==> src/rtl/adder_eval_pkg.sv <==
// Shared definitions for the adder characterisation blocks.
//   ed_width  : width of an exact result / error distance for an N-bit adder
//   cnt_width : width of a counter that must reach WINDOW
//   mon_state_e : window-monitor FSM states
package adder_eval_pkg;

   typedef enum logic [1:0] {
      IDLE  = 2'd0,
      RUN   = 2'd1,
      DRAIN = 2'd2,
      DONE  = 2'd3
   } mon_state_e;

   // N-bit operands plus carry-in need N+1 bits, so does the DUT's {cout, sum}
   function automatic int ed_width(input int n);
      return n + 1;
   endfunction

   function automatic int cnt_width(input int window);
      return $clog2(window + 1);
   endfunction

endpackage

==> src/rtl/adder_error_distance.sv <==
// Combinational reference adder and error distance.
//   a, b, cin         : operands as driven to the adder under test
//   sum_dut, cout_dut : result returned by the adder under test
//   exact             : a + b + cin, full N+1 bits
//   ed                : |exact - {cout_dut, sum_dut}|, full N+1 bits
module adder_error_distance
   import adder_eval_pkg::*;
#(
   parameter int N = 8,
   localparam int EDW = ed_width(N)
) (
   input  logic [N-1:0]   a,
   input  logic [N-1:0]   b,
   input  logic           cin,
   input  logic [N-1:0]   sum_dut,
   input  logic           cout_dut,
   output logic [EDW-1:0] exact,
   output logic [EDW-1:0] ed
);

   logic [EDW-1:0] dut;

   always_comb begin
      exact = {1'b0, a} + {1'b0, b} + EDW'(cin);
      dut   = {cout_dut, sum_dut};
      ed    = (exact >= dut) ? (exact - dut) : (dut - exact);
   end

endmodule

==> src/rtl/adder_error_monitor.sv <==
// Response-side checker for adders under characterisation. Accepts one
// sample per cycle, recomputes the exact sum and accumulates error metrics
// over a window of WINDOW samples.
//
// state | meaning
// ------+-----------------------------------------------------------
// IDLE  | waiting for start, results of last window held
// RUN   | accepting samples until WINDOW have been taken
// DRAIN | no new samples, last accepted sample still in flight
// DONE  | results final, done high for this one cycle
//
// Ports:
//   clk, rst_n          : clock, async active-low reset
//   start               : clear metrics and open a new window (wins over in_valid)
//   in_valid / in_ready : sample handshake, accepted when both high
//   a, b, cin           : operands driven to the adder under test
//   sum_dut, cout_dut   : adder-under-test result
//   busy, done          : window open / draining, one-cycle completion pulse
//   sample_cnt, err_cnt : samples accumulated, samples with nonzero ED
//   ed_sum, ed_max      : sum and maximum of ED over the window
//   last_ed             : ED of the most recently accumulated sample
module adder_error_monitor
   import adder_eval_pkg::*;
#(
   parameter int N      = 8,
   parameter int WINDOW = 16,
   localparam int CNT_W = cnt_width(WINDOW),
   localparam int EDW   = ed_width(N)
) (
   input  logic                 clk,
   input  logic                 rst_n,
   input  logic                 start,
   input  logic                 in_valid,
   output logic                 in_ready,
   input  logic [N-1:0]         a,
   input  logic [N-1:0]         b,
   input  logic                 cin,
   input  logic [N-1:0]         sum_dut,
   input  logic                 cout_dut,
   output logic                 busy,
   output logic                 done,
   output logic [CNT_W-1:0]     sample_cnt,
   output logic [CNT_W-1:0]     err_cnt,
   output logic [EDW+CNT_W-1:0] ed_sum,
   output logic [EDW-1:0]       ed_max,
   output logic [EDW-1:0]       last_ed
);

   localparam logic [CNT_W-1:0] WIN_C  = CNT_W'(WINDOW);
   localparam logic [CNT_W-1:0] LAST_C = CNT_W'(WINDOW - 1);

   mon_state_e           state_q;
   logic [CNT_W-1:0]     acc_cnt_q;
   logic                 s1_valid_q;
   logic [EDW-1:0]       s1_exact_q;
   logic [EDW-1:0]       s1_dut_q;
   logic [CNT_W-1:0]     sample_cnt_q;
   logic [CNT_W-1:0]     err_cnt_q;
   logic [EDW+CNT_W-1:0] ed_sum_q;
   logic [EDW-1:0]       ed_max_q;
   logic [EDW-1:0]       last_ed_q;

   logic [EDW-1:0]       s0_exact;
   logic [EDW-1:0]       s0_ed_unused;
   logic [EDW-1:0]       s2_ed;
   logic                 accept;

   // Stage 0 only needs the exact sum; the ED itself is formed in stage 2
   // from the registered pair so the subtractor sits after the adder flop.
   adder_error_distance #(
      .N (N)
   ) u_ed (
      .a        (a),
      .b        (b),
      .cin      (cin),
      .sum_dut  (sum_dut),
      .cout_dut (cout_dut),
      .exact    (s0_exact),
      .ed       (s0_ed_unused)
   );

   always_comb begin
      // start forces in_ready low so a coincident sample is never taken
      in_ready = (state_q == RUN) && (acc_cnt_q < WIN_C) && !start;
      accept   = in_valid && in_ready;
      busy     = (state_q == RUN) || (state_q == DRAIN);
      done     = (state_q == DONE);
      s2_ed    = (s1_exact_q >= s1_dut_q) ? (s1_exact_q - s1_dut_q)
                                          : (s1_dut_q - s1_exact_q);
   end

   always_ff @(posedge clk or negedge rst_n) begin
      if (!rst_n) begin
         state_q      <= IDLE;
         acc_cnt_q    <= '0;
         s1_valid_q   <= 1'b0;
         s1_exact_q   <= '0;
         s1_dut_q     <= '0;
         sample_cnt_q <= '0;
         err_cnt_q    <= '0;
         ed_sum_q     <= '0;
         ed_max_q     <= '0;
         last_ed_q    <= '0;
      end else if (start) begin
         // Restart from any state: flush the pipeline and clear metrics
         state_q      <= RUN;
         acc_cnt_q    <= '0;
         s1_valid_q   <= 1'b0;
         sample_cnt_q <= '0;
         err_cnt_q    <= '0;
         ed_sum_q     <= '0;
         ed_max_q     <= '0;
         last_ed_q    <= '0;
      end else begin
         s1_valid_q <= accept;
         if (accept) begin
            s1_exact_q <= s0_exact;
            s1_dut_q   <= {cout_dut, sum_dut};
            acc_cnt_q  <= acc_cnt_q + CNT_W'(1);
         end

         if (s1_valid_q) begin
            sample_cnt_q <= sample_cnt_q + CNT_W'(1);
            if (s2_ed != '0) begin
               err_cnt_q <= err_cnt_q + CNT_W'(1);
            end
            ed_sum_q  <= ed_sum_q + {{CNT_W{1'b0}}, s2_ed};
            if (s2_ed > ed_max_q) begin
               ed_max_q <= s2_ed;
            end
            last_ed_q <= s2_ed;
         end

         unique case (state_q)
            IDLE:  state_q <= IDLE;
            RUN: begin
               if (accept && (acc_cnt_q == LAST_C)) begin
                  state_q <= DRAIN;
               end
            end
            // Stage 1 empty now means stage 2 consumes nothing at this edge
            DRAIN: begin
               if (!s1_valid_q) begin
                  state_q <= DONE;
               end
            end
            DONE:  state_q <= IDLE;
            default: state_q <= IDLE;
         endcase
      end
   end

   assign sample_cnt = sample_cnt_q;
   assign err_cnt    = err_cnt_q;
   assign ed_sum     = ed_sum_q;
   assign ed_max     = ed_max_q;
   assign last_ed    = last_ed_q;

endmodule
==> config.mk <==
export PLATFORM = sky130hd
export DESIGN_NAME = adder_error_monitor
export DESIGN_NICKNAME = d
export VERILOG_FILES = /design/src/rtl/adder_eval_pkg.sv /design/src/rtl/adder_error_distance.sv /design/src/rtl/adder_error_monitor.sv
export SDC_FILE = /design/constraint.sdc
export NUM_CORES = 1
export LEC_CHECK = 0
export BUFFER_PORTS_ARGS = -buffer_cell sky130_fd_sc_hd__buf_2
export CAP_MARGIN = 25
export CORE_ASPECT_RATIO = 0.7
export CORE_UTILIZATION = 55
export DETAILED_ROUTE_END_ITERATION = 8
export PLACE_DENSITY_LB_ADDON = 0.08
export SYNTH_ARGS = -nofsm -noshare
export SYNTH_HDL_FRONTEND = slang
export SYNTH_SLANG_ARGS = --single-unit
export TNS_END_PERCENT = 100
==> constraint.sdc <==
create_clock -name clk -period 13.37 [get_ports clk]
set_clock_uncertainty 0.15 [all_clocks]
set_input_delay 2.0055 -clock clk [delete_from_list [all_inputs] [get_ports clk]]
set_output_delay 2.0055 -clock clk [all_outputs]
set_load 0.03 [all_outputs]
# Yosys cells after proc, flatten, opt, wreduce, memory -nomap -nowiden
# Index checks and enable logic that the tools add are counted.
# word_totals
output_inout_bits,45
n_memories,0
ff_bits,68
wordCells,65
latchBits,0
ram_bits,0
rom_bits,0
inputBits,30
# op_classes
bitwise_logic,1
n_div,0
eq_ne,6
n_lt_le_gt_ge,3
add_sub_neg,8
n_mux,20
multipliers,0
n_reduce_logical,17
n_shift,0
# ops
operator,n
$mux W9,6
$mux W5,7
$mux W14,2
$sub A9 B9 Y9,2
$add A5 B1 Y5 const B,3
$add A14 B9 Y14,1
$add A8 B8 Y9,1
$add A9 B1 Y9,1
$ge A9 B9 Y1,1
$gt A9 B9 Y1,1
$reduce_bool A9 Y1,1
$reduce_and A2 Y1,4
$reduce_bool A2 Y1,4
$mux W2,3
$pmux W2 S3,1
$eq A5 B4 Y1 const B,1
$lt A5 B5 Y1 const B,1
$eq A2 B2 Y1 const B,2
$logic_and A1 B1 Y1,4
$ne A3 B2 Y1 const B,1
$ne A3 B3 Y1 const B,1
$eq A2 B1 Y1 const B,1
$logic_not A2 Y1,1
$reduce_or A2 Y1,1
other kinds (4),4

# Longest topological paths before layout
# Gate-level depths: netlist (run 1).
# depth
ltp_word,8
depth_mapped,19
ltp_nobuf,17

# Modules after synthesis
# From an unflattened synthesis (run 1), not the netlist that was laid out.
# hier_totals
hier_cells,632
area_unflattened_um2,5647.9
# by_module_without_submodules
mod,seq_area_each_um2,cells_each,area_each_um2,n_inst
adder_error_monitor,1701.6,486,4514.3,1
adder_error_distance,0.0,146,1133.6,1

# Least setup slack after synthesis (run 1)
# OpenSTA, ideal clock, no wires.
# synth_timing
path_type,input -> output
from,in start
to,out in_ready
stages,2
arrival_time_ns,2.579
n_path_buf,0
t_required_ns,11.214
slack_ns,8.635
cell_sequence,nand2b_1 > nor2_1
# synth_between
elab_chain_len,2
# synth_lines
item,line,rtl
from (decl),adder_error_monitor.sv:32,"input logic start,"
$logic_not A1 Y1,adder_error_monitor.sv:84,in_ready = (state_q == RUN) && (acc_cnt_q < WIN_C) && !start;
$logic_and A1 B1 Y1,adder_error_monitor.sv:84,
to (decl),adder_error_monitor.sv:34,"output logic in_ready,"
# Every way passes these cells.

# Final worst setup path (run 1)
# Ends and elaborated chain as after synthesis.

==> results.json, run 1 <==
{
  "outcome": "complete, no violations",
  "die_w_microns": 114,
  "postCtsResizedCells": 0,
  "cts_buffers": 9,
  "vias_per_cell": 5.62,
  "synth-main-ff-cell": "dfrtp_1",
  "hold_start": "s1_exact_q[0]$_DFFE_PN0P_",
  "path_class": "primary input to output pin",
  "cap_viol_max_count": 0,
  "clockBufferDepth": 2,
  "dp_hpwl_mm": 8.58,
  "grt_antenna_before_repair": 0,
  "core-area_sq_mm": 0.00848,
  "grt_use_total_pct": 27.6,
  "hold_viol": 0,
  "drt-initial-drc-count": 249,
  "grt_max_degree": 69,
  "startpoint": "start",
  "avgSynthCellArea_sq_um": 8.91,
  "root_buffer": "clkbuf_16",
  "cp_data_required_time_ns": 11.21,
  "period_share_pct": 38.6,
  "drt-pass1-iter-count": 4,
  "final_antenna_net_count": 0,
  "fmax_ghz": 0.194,
  "rsz0062_at_grt": "false",
  "path_clk_slew_ns": 0.05,
  "die-area_sq_mm": 0.00917,
  "syn_nets": 626,
  "max_slew.worst_pin.slew_ns": 0.906,
  "ys_warn_count": 0,
  "die_height_microns": 80.4,
  "drive_above_1_share_pct": 17.8,
  "slew_headroom_pct": 39.6,
  "worstReg2RegStart": "s1_exact_q[1]$_DFFE_PN0P_",
  "antenna_cells": 0,
  "crit_fanout": 56,
  "min_period_ns": 5.16,
  "synth_seq_cells": 68,
  "cts_tree": "built",
  "grt_pass1_vias": 3928,
  "overflow": 0,
  "drc": 0,
  "ctsHoldBuffers": 0,
  "area_growth_pct": 15.1,
  "syn_inst": 542,
  "critPathLaunchType": "primary input",
  "routabilityCongestion": 0.872,
  "io_buffers": 74,
  "clock_sinks": 68,
  "syn_area_sq_mm": 0.00483,
  "ys_async_sr_fraction_pct": 100,
  "endpoint_kind": "output pin",
  "seq_area_frac_synth_pct": 35.2,
  "cts_setup_buffers": 0,
  "hold_path_class": "flip-flop to flip-flop",
  "synth_cell_types": 63,
  "insertion_delay_ns": 0.33,
  "num_rows": 28,
  "grt_pass1_wl_mm": 19.4,
  "finalNetCount": 695,
  "top_level_ports": 75,
  "h-tree-depth": 3,
  "cp.arrival_ns": 3.00,
  "fin_tns_setup_ns": 0,
  "wirelength_mm": 11.7,
  "maxSlewViolCount": 0,
  "wl_per_cell_microns": 16.0,
  "vias": 4121,
  "synth-edff-count": 0,
  "setup_viol": 0,
  "start_util_pct": 57.0
}
==> critical path: stages <==
cell and delay, ns:
buf_2 0.08, buf_4 0.46, nand2b_1 0.22, nor2_1 0.06
buf_2 0.17
==> through the flow <==
stage / hold WS [ns] / area [sq um] / setup slack [ns] / std cells / util, %
floorplan: 0.327 / 4830 / 8.64 / 542 / -
global placement: 0.351 / 5290 / 8.24 / 719 / 62.4
detailed placement: 0.364 / 5300 / 8.21 / 720 / 62.5
CTS: 0.375 / 5560 / 8.21 / 733 / 65.6
global route: 0.413 / 5560 / 7.89 / 733 / 65.6
finish: 0.381 / 5560 / 8.21 / 733 / 65.6
==> synth_stat cells (2+ instances only) <==
| master | n | area share [%] |
|---|---|---|
| nor4_1 | 6 | 0.78 |
| clkbuf_1 | 8 | 0.62 |
| a21o_1 | 5 | 0.78 |
| ha_1 | 49 | 13 |
| buf_1 | 7 | 0.54 |
| xnor2_1 | 13 | 2.4 |
| a31oi_1 | 2 | 0.26 |
| nor3_1 | 14 | 1.5 |
| nand3b_1 | 2 | 0.31 |
| mux2_2 | 2 | 0.47 |
| inv_1 | 46 | 3.6 |
| o2111ai_1 | 2 | 0.36 |
| or3_1 | 10 | 1.3 |
| dfrtp_1 | 68 | 35 |
| nor2b_1 | 9 | 1.2 |
| o21ai_0 | 34 | 3.5 |
| o21a_1 | 4 | 0.62 |
| o31ai_1 | 2 | 0.31 |
| nand2_1 | 42 | 3.3 |
| o21ai_1 | 3 | 0.31 |
| mux2i_1 | 13 | 2.7 |
| nand3_1 | 6 | 0.62 |
| a211oi_1 | 13 | 2.0 |
| nor3b_1 | 7 | 1.1 |
| fa_1 | 5 | 2.1 |
| buf_2 | 4 | 0.41 |
| nand4_1 | 10 | 1.3 |
| inv_2 | 2 | 0.16 |
| a2111oi_2 | 2 | 0.62 |
| o31a_1 | 2 | 0.36 |
| a21oi_1 | 25 | 2.6 |
| o21bai_1 | 5 | 0.78 |
| nor2_1 | 70 | 5.4 |
| xor2_1 | 12 | 2.2 |
| a221o_1 | 6 | 1.2 |
| and3_1 | 5 | 0.65 |
==> path summary, 6_finish.rpt <==
kind | endpoint | slack [ns] | cells after the start
worst min register to register | s1_exact_q[0]$_DFFE_PN0P_ | 0.38 | 2
worst max register to register | ed_max[6]$_DFFE_PN0P_ | 8.27 | 18
worst min-delay path | s1_exact_q[0]$_DFFE_PN0P_ | 0.38 | 2
min in group asynchronous | ed_sum[7]$_DFFE_PN0P_ | 1.73 | 2
max in group asynchronous | last_ed[5]$_DFFE_PN0P_ | 10.77 | 2
worst max-delay path | in_ready | 8.21 | 5
==> cell usage in the layout, fill, tap and decap left out, types with 5 or more instances in the layout <==
| cell type | instances |
|---|---|
| a21oi_1 | 25 |
| a221o_1 | 6 |
| buf_2 | 74 |
| a21o_1 | 5 |
| xnor2_1 | 13 |
| ha_1 | 49 |
| a211oi_1 | 13 |
| clkbuf_16 | 9 |
| or3_1 | 10 |
| nand4_1 | 10 |
| buf_4 | 6 |
| o21bai_1 | 5 |
| dfrtp_1 | 68 |
| and3_1 | 5 |
| nor3_1 | 14 |
| fa_1 | 5 |
| nor3b_1 | 7 |
| nor2b_1 | 9 |
| inv_1 | 46 |
| xor2_1 | 12 |
| nand2_1 | 42 |
| nor2_1 | 70 |
| nand3_1 | 6 |
| nor4_1 | 6 |
| o21ai_0 | 34 |
| mux2i_1 | 13 |
==> cell type report <==
cell class | count | area (sq um)
fillers | 743 | 2920
multi-input cells | 404 | 2850
flip-flops and latches | 68 | 1700
repair buffers | 80 | 415
clock buffers | 11 | 253
inverters | 48 | 180
well taps | 120 | 150
clock inverters | 2 | 12.5
==> registers in the layout (all words and copies together), names as in the netlist <==
name,count
s1_valid_q,1
acc_cnt_q,5
ed_sum,14
sample_cnt,5
ed_max,9
state_q,2
last_ed,9
s1_exact_q,9
err_cnt,5
s1_dut_q,9
==> routing by layer <==
metal	track usage (%)	up-vias	routed length, microns
met3	5.13	12	632
met4	7.53	0	127
met2	41.3	117	4970
met5	0	-	0
met1	40.7	1957	5990
li1	-	2035	-
==> logic make-up after synthesis <==
| group | count (synthesis) | share of synthesized area [%] |
|---|---|---|
| AND/OR/NAND/NOR | 191 | 19.2 |
| AO/OA/AOI/OAI | 119 | 17.3 |
| buffers and inverters | 70 | 5.80 |
| flip-flops | 68 | 35.2 |
| adder cells (fa/ha/maj) | 54 | 14.8 |
| XOR/XNOR | 25 | 4.53 |
| multiplexers | 15 | 3.16 |
Power of run 1 is not shown: default switching activity piles up to over one toggle a cycle in this logic, so the estimate is an artifact.
==> run 2, diff against run 1 <==
--- a/config.mk
+++ b/config.mk
@@ -5,10 +5,11 @@
 export SDC_FILE = /design/constraint.sdc
 export NUM_CORES = 1
 export LEC_CHECK = 0
+export ABC_AREA = 1
 export BUFFER_PORTS_ARGS = -buffer_cell sky130_fd_sc_hd__buf_2
 export CAP_MARGIN = 25
 export CORE_ASPECT_RATIO = 0.7
-export CORE_UTILIZATION = 55
+export CORE_UTILIZATION = 52
 export DETAILED_ROUTE_END_ITERATION = 8
 export PLACE_DENSITY_LB_ADDON = 0.08
 export SYNTH_ARGS = -nofsm -noshare
==> constraint.sdc (replaced) <==
create_clock -name clk -period 4.6 [get_ports clk]
set_clock_uncertainty 0.15 [all_clocks]
set_input_delay 0.69 -clock clk [delete_from_list [all_inputs] [get_ports clk]]
set_output_delay 0.69 -clock clk [all_outputs]
set_load 0.03 [all_outputs]
==> run 2 against run 1 <==
Net effect: setup slack worse by 7.3 ns; global-route usage fell by 2.1 points; register-to-register slack lost 7.3 ns; flip-flop and latch count unchanged; non-clock buffer count is 2 lower; area after synthesis up 1.7%; final cell count up 17%; critical path depth is 16 higher; critical path type is now flip-flop to flip-flop; highest routed layer unchanged.
==> results.json, run 2 <==
{
  "fmax_ghz": 0.274,
  "cp_data_required_time_ns": 4.66,
  "final_antenna_net_count": 0,
  "clock_sinks": 68,
  "grt_pass1_wl_mm": 19.8,
  "hold_viol": 0,
  "seq_area_frac_synth_pct": 34.6,
  "syn_area_sq_mm": 0.00491,
  "grt_most_used_layer": "met2",
  "slew_headroom_pct": 43.2,
  "grt_use_total_pct": 25.5,
  "cap_viol_max_count": 0,
  "fin_tns_setup_ns": 0,
  "endpoint_kind": "flip-flop",
  "overflow": 0,
  "max_slew.worst_pin.slew_ns": 0.848,
  "synth.top_cell.area_share_pct": 34.6,
  "min_period_ns": 3.65,
  "mostFrequentLayoutCells": "nand2_1, inv_1, buf_2",
  "die_height_microns": 83.3,
  "drt-pass1-iter-count": 5,
  "grtUsageMet2_pct": 38.3,
  "ctsHoldBuffers": 0,
  "avgSynthCellArea_sq_um": 7.49,
  "area_growth_pct": 16.2,
  "vias": 4403,
  "regArea_sq_mm": 0.00170,
  "synth_common_cells": "nand2_1, inv_1, dfrtp_1",
  "fillerInstances": 839,
  "root_buffer": "clkbuf_16",
  "wl_per_cell_microns": 13.6,
  "syn_nets": 740,
  "cts_setup_buffers": 0,
  "wirelength_mm": 11.7,
  "dp_hpwl_mm": 9.28,
  "die_w_microns": 118,
  "grt_pass1_vias": 4141,
  "vias_per_cell": 5.12,
  "cpMaxStageDelayCell": "fa_1",
  "met3_usage_pct": 5.22,
  "finalNetCount": 815,
  "antenna_cells": 0,
  "largest_register_ffs": 14,
  "rsz0062_at_grt": "false",
  "period_share_pct": 79.3,
  "ys_warn_count": 0,
  "path_clk_slew_ns": 0.06,
  "top_level_ports": 75,
  "grt_max_degree": 37,
  "io_buffers": 74,
  "maxSlewViolCount": 0,
  "syn_inst": 656,
  "clockBufferDepth": 2,
  "cts_tree": "built",
  "routabilityCongestion": 0.895,
  "h-tree-depth": 3,
  "yosysMostFrequentCell": "nand2_1",
  "critPathLaunchType": "flip-flop",
  "ys_async_sr_fraction_pct": 100,
  "crit_fanout": 5,
  "insertion_delay_ns": 0.33,
  "synth-edff-count": 0,
  "synth_cell_types": 41,
  "layout_commonest_cell": "nand2_1",
  "cts_buffers": 9,
  "cpMostUsedCell": "nand2_1",
  "r2r_cells": 21,
  "cp.arrival_ns": 3.70,
  "postCtsResizedCells": 0,
  "setup_viol": 0,
  "die-area_sq_mm": 0.00985,
  "hold_path_class": "primary input to asynchronous set/reset pin",
  "multi_input_area_sq_mm": 0.00279,
  "synth.area.top_cells": "dfrtp_1, nand2_1, ha_1",
  "crit_chain": "inv_1 > ha_1 > inv_1 > fa_1 > nand2_1 > nand3_1 > and2_1 > nand2_1 > nand2_1 > xor2_1 > nand2_1 > nand2_1 > inv_1 > ha_1 > nand2_1 > nor4b_1 > nor2_1 > a21oi_1 > inv_1 > nand2_1 > o21ai_0",
  "synth_seq_cells": 68,
  "core-area_sq_mm": 0.00911,
  "drc": 0,
  "num_rows": 29,
  "synth-main-ff-cell": "dfrtp_1",
  "met1_usage_pct": 37.5,
  "max_stage_delay_ns": 0.43,
  "drive_above_1_share_pct": 17.5,
  "yosysTopAreaCell": "dfrtp_1",
  "start_util_pct": 54.0,
  "path_class": "flip-flop to flip-flop",
  "grt_antenna_before_repair": 0,
  "drt-initial-drc-count": 239,
  "outcome": "complete, no violations"
}
==> run 2: changes by cell type after synthesis, moves of 11 or more <==
cell      change
a211oi_1     -12
a21oi_1      +11
inv_1        +46
mux2i_1      -13
nand2_1     +147
nand2_2      +14
nand3_1      +27
nor2_1       -30
==> run 2: metal layers <==
layer	routed length, microns	share of wire [%]	up-vias
li1	-	-	2250
met1	6000	51	2015
met2	4870	42	127
met3	674	5.8	11
met4	114	0.98	0
met5	0	0	-
==> run 2: worst max-delay path, delay by kind of cell, from the launching register on <==
kind / cells / cell delay (ns)
buf+inv: 4 / 0.42
fa+ha+maj: 3 / 0.86
flops: 1 / 0.40
xor+xnor: 1 / 0.13
compound gates: 2 / 0.41
simple gates: 11 / 1.14
==> run 2: logic make-up (layout without fill, tap and decap cells) <==
kind of cell    Yosys count  after routing  share of synthesized area, %
simple gates            308            308                          28.4
buf+inv                 111            191                          8.66
compound gates          102            102                          11.5
flops                    68             68                          34.6
fa+ha+maj                54             54                          14.5
xor+xnor                 13             13                          2.32
==> run 2: cell type report <==
cell class,instances,share of cell area [%]
well taps,124,2.72
repair buffers,78,7.01
inverters,97,6.38
clock buffers,9,3.94
flip-flops and latches,68,29.8
multi-input cells,477,48.8
clock inverters,7,1.31
==> run 2: worst paths after layout <==
kind	from	to	slack [ns]
hold / removal	rst_n	last_ed[5]$_DFFE_PN0P_	0.31
hold reg to reg	sample_cnt[4]$_DFFE_PN0P_	sample_cnt[4]$_DFFE_PN0P_	0.32
setup / recovery	s1_exact_q[0]$_DFFE_PN0P_	ed_max[6]$_DFFE_PN0P_	0.95
max in group asynchronous	rst_n	last_ed[0]$_DFFE_PN0P_	3.04
setup reg to reg	s1_exact_q[0]$_DFFE_PN0P_	ed_max[6]$_DFFE_PN0P_	0.95
min in group clk	sample_cnt[4]$_DFFE_PN0P_	sample_cnt[4]$_DFFE_PN0P_	0.32
==> run 2: per-stage QoR <==
step                      util, %  hold slack, ns  std cells  setup slack, ns  area, sq um
after floorplan                 -           0.244        656             1.24         4910
after detailed placement     59.4           0.313        844            0.995         5410
after global routing         62.7           0.344        860            0.615         5710
final                        62.7           0.306        860            0.954         5710
after CTS                    62.7           0.324        860            0.992         5710
after global placement       59.4           0.302        844             1.08         5410
Power of run 2 is left out for the same reason.
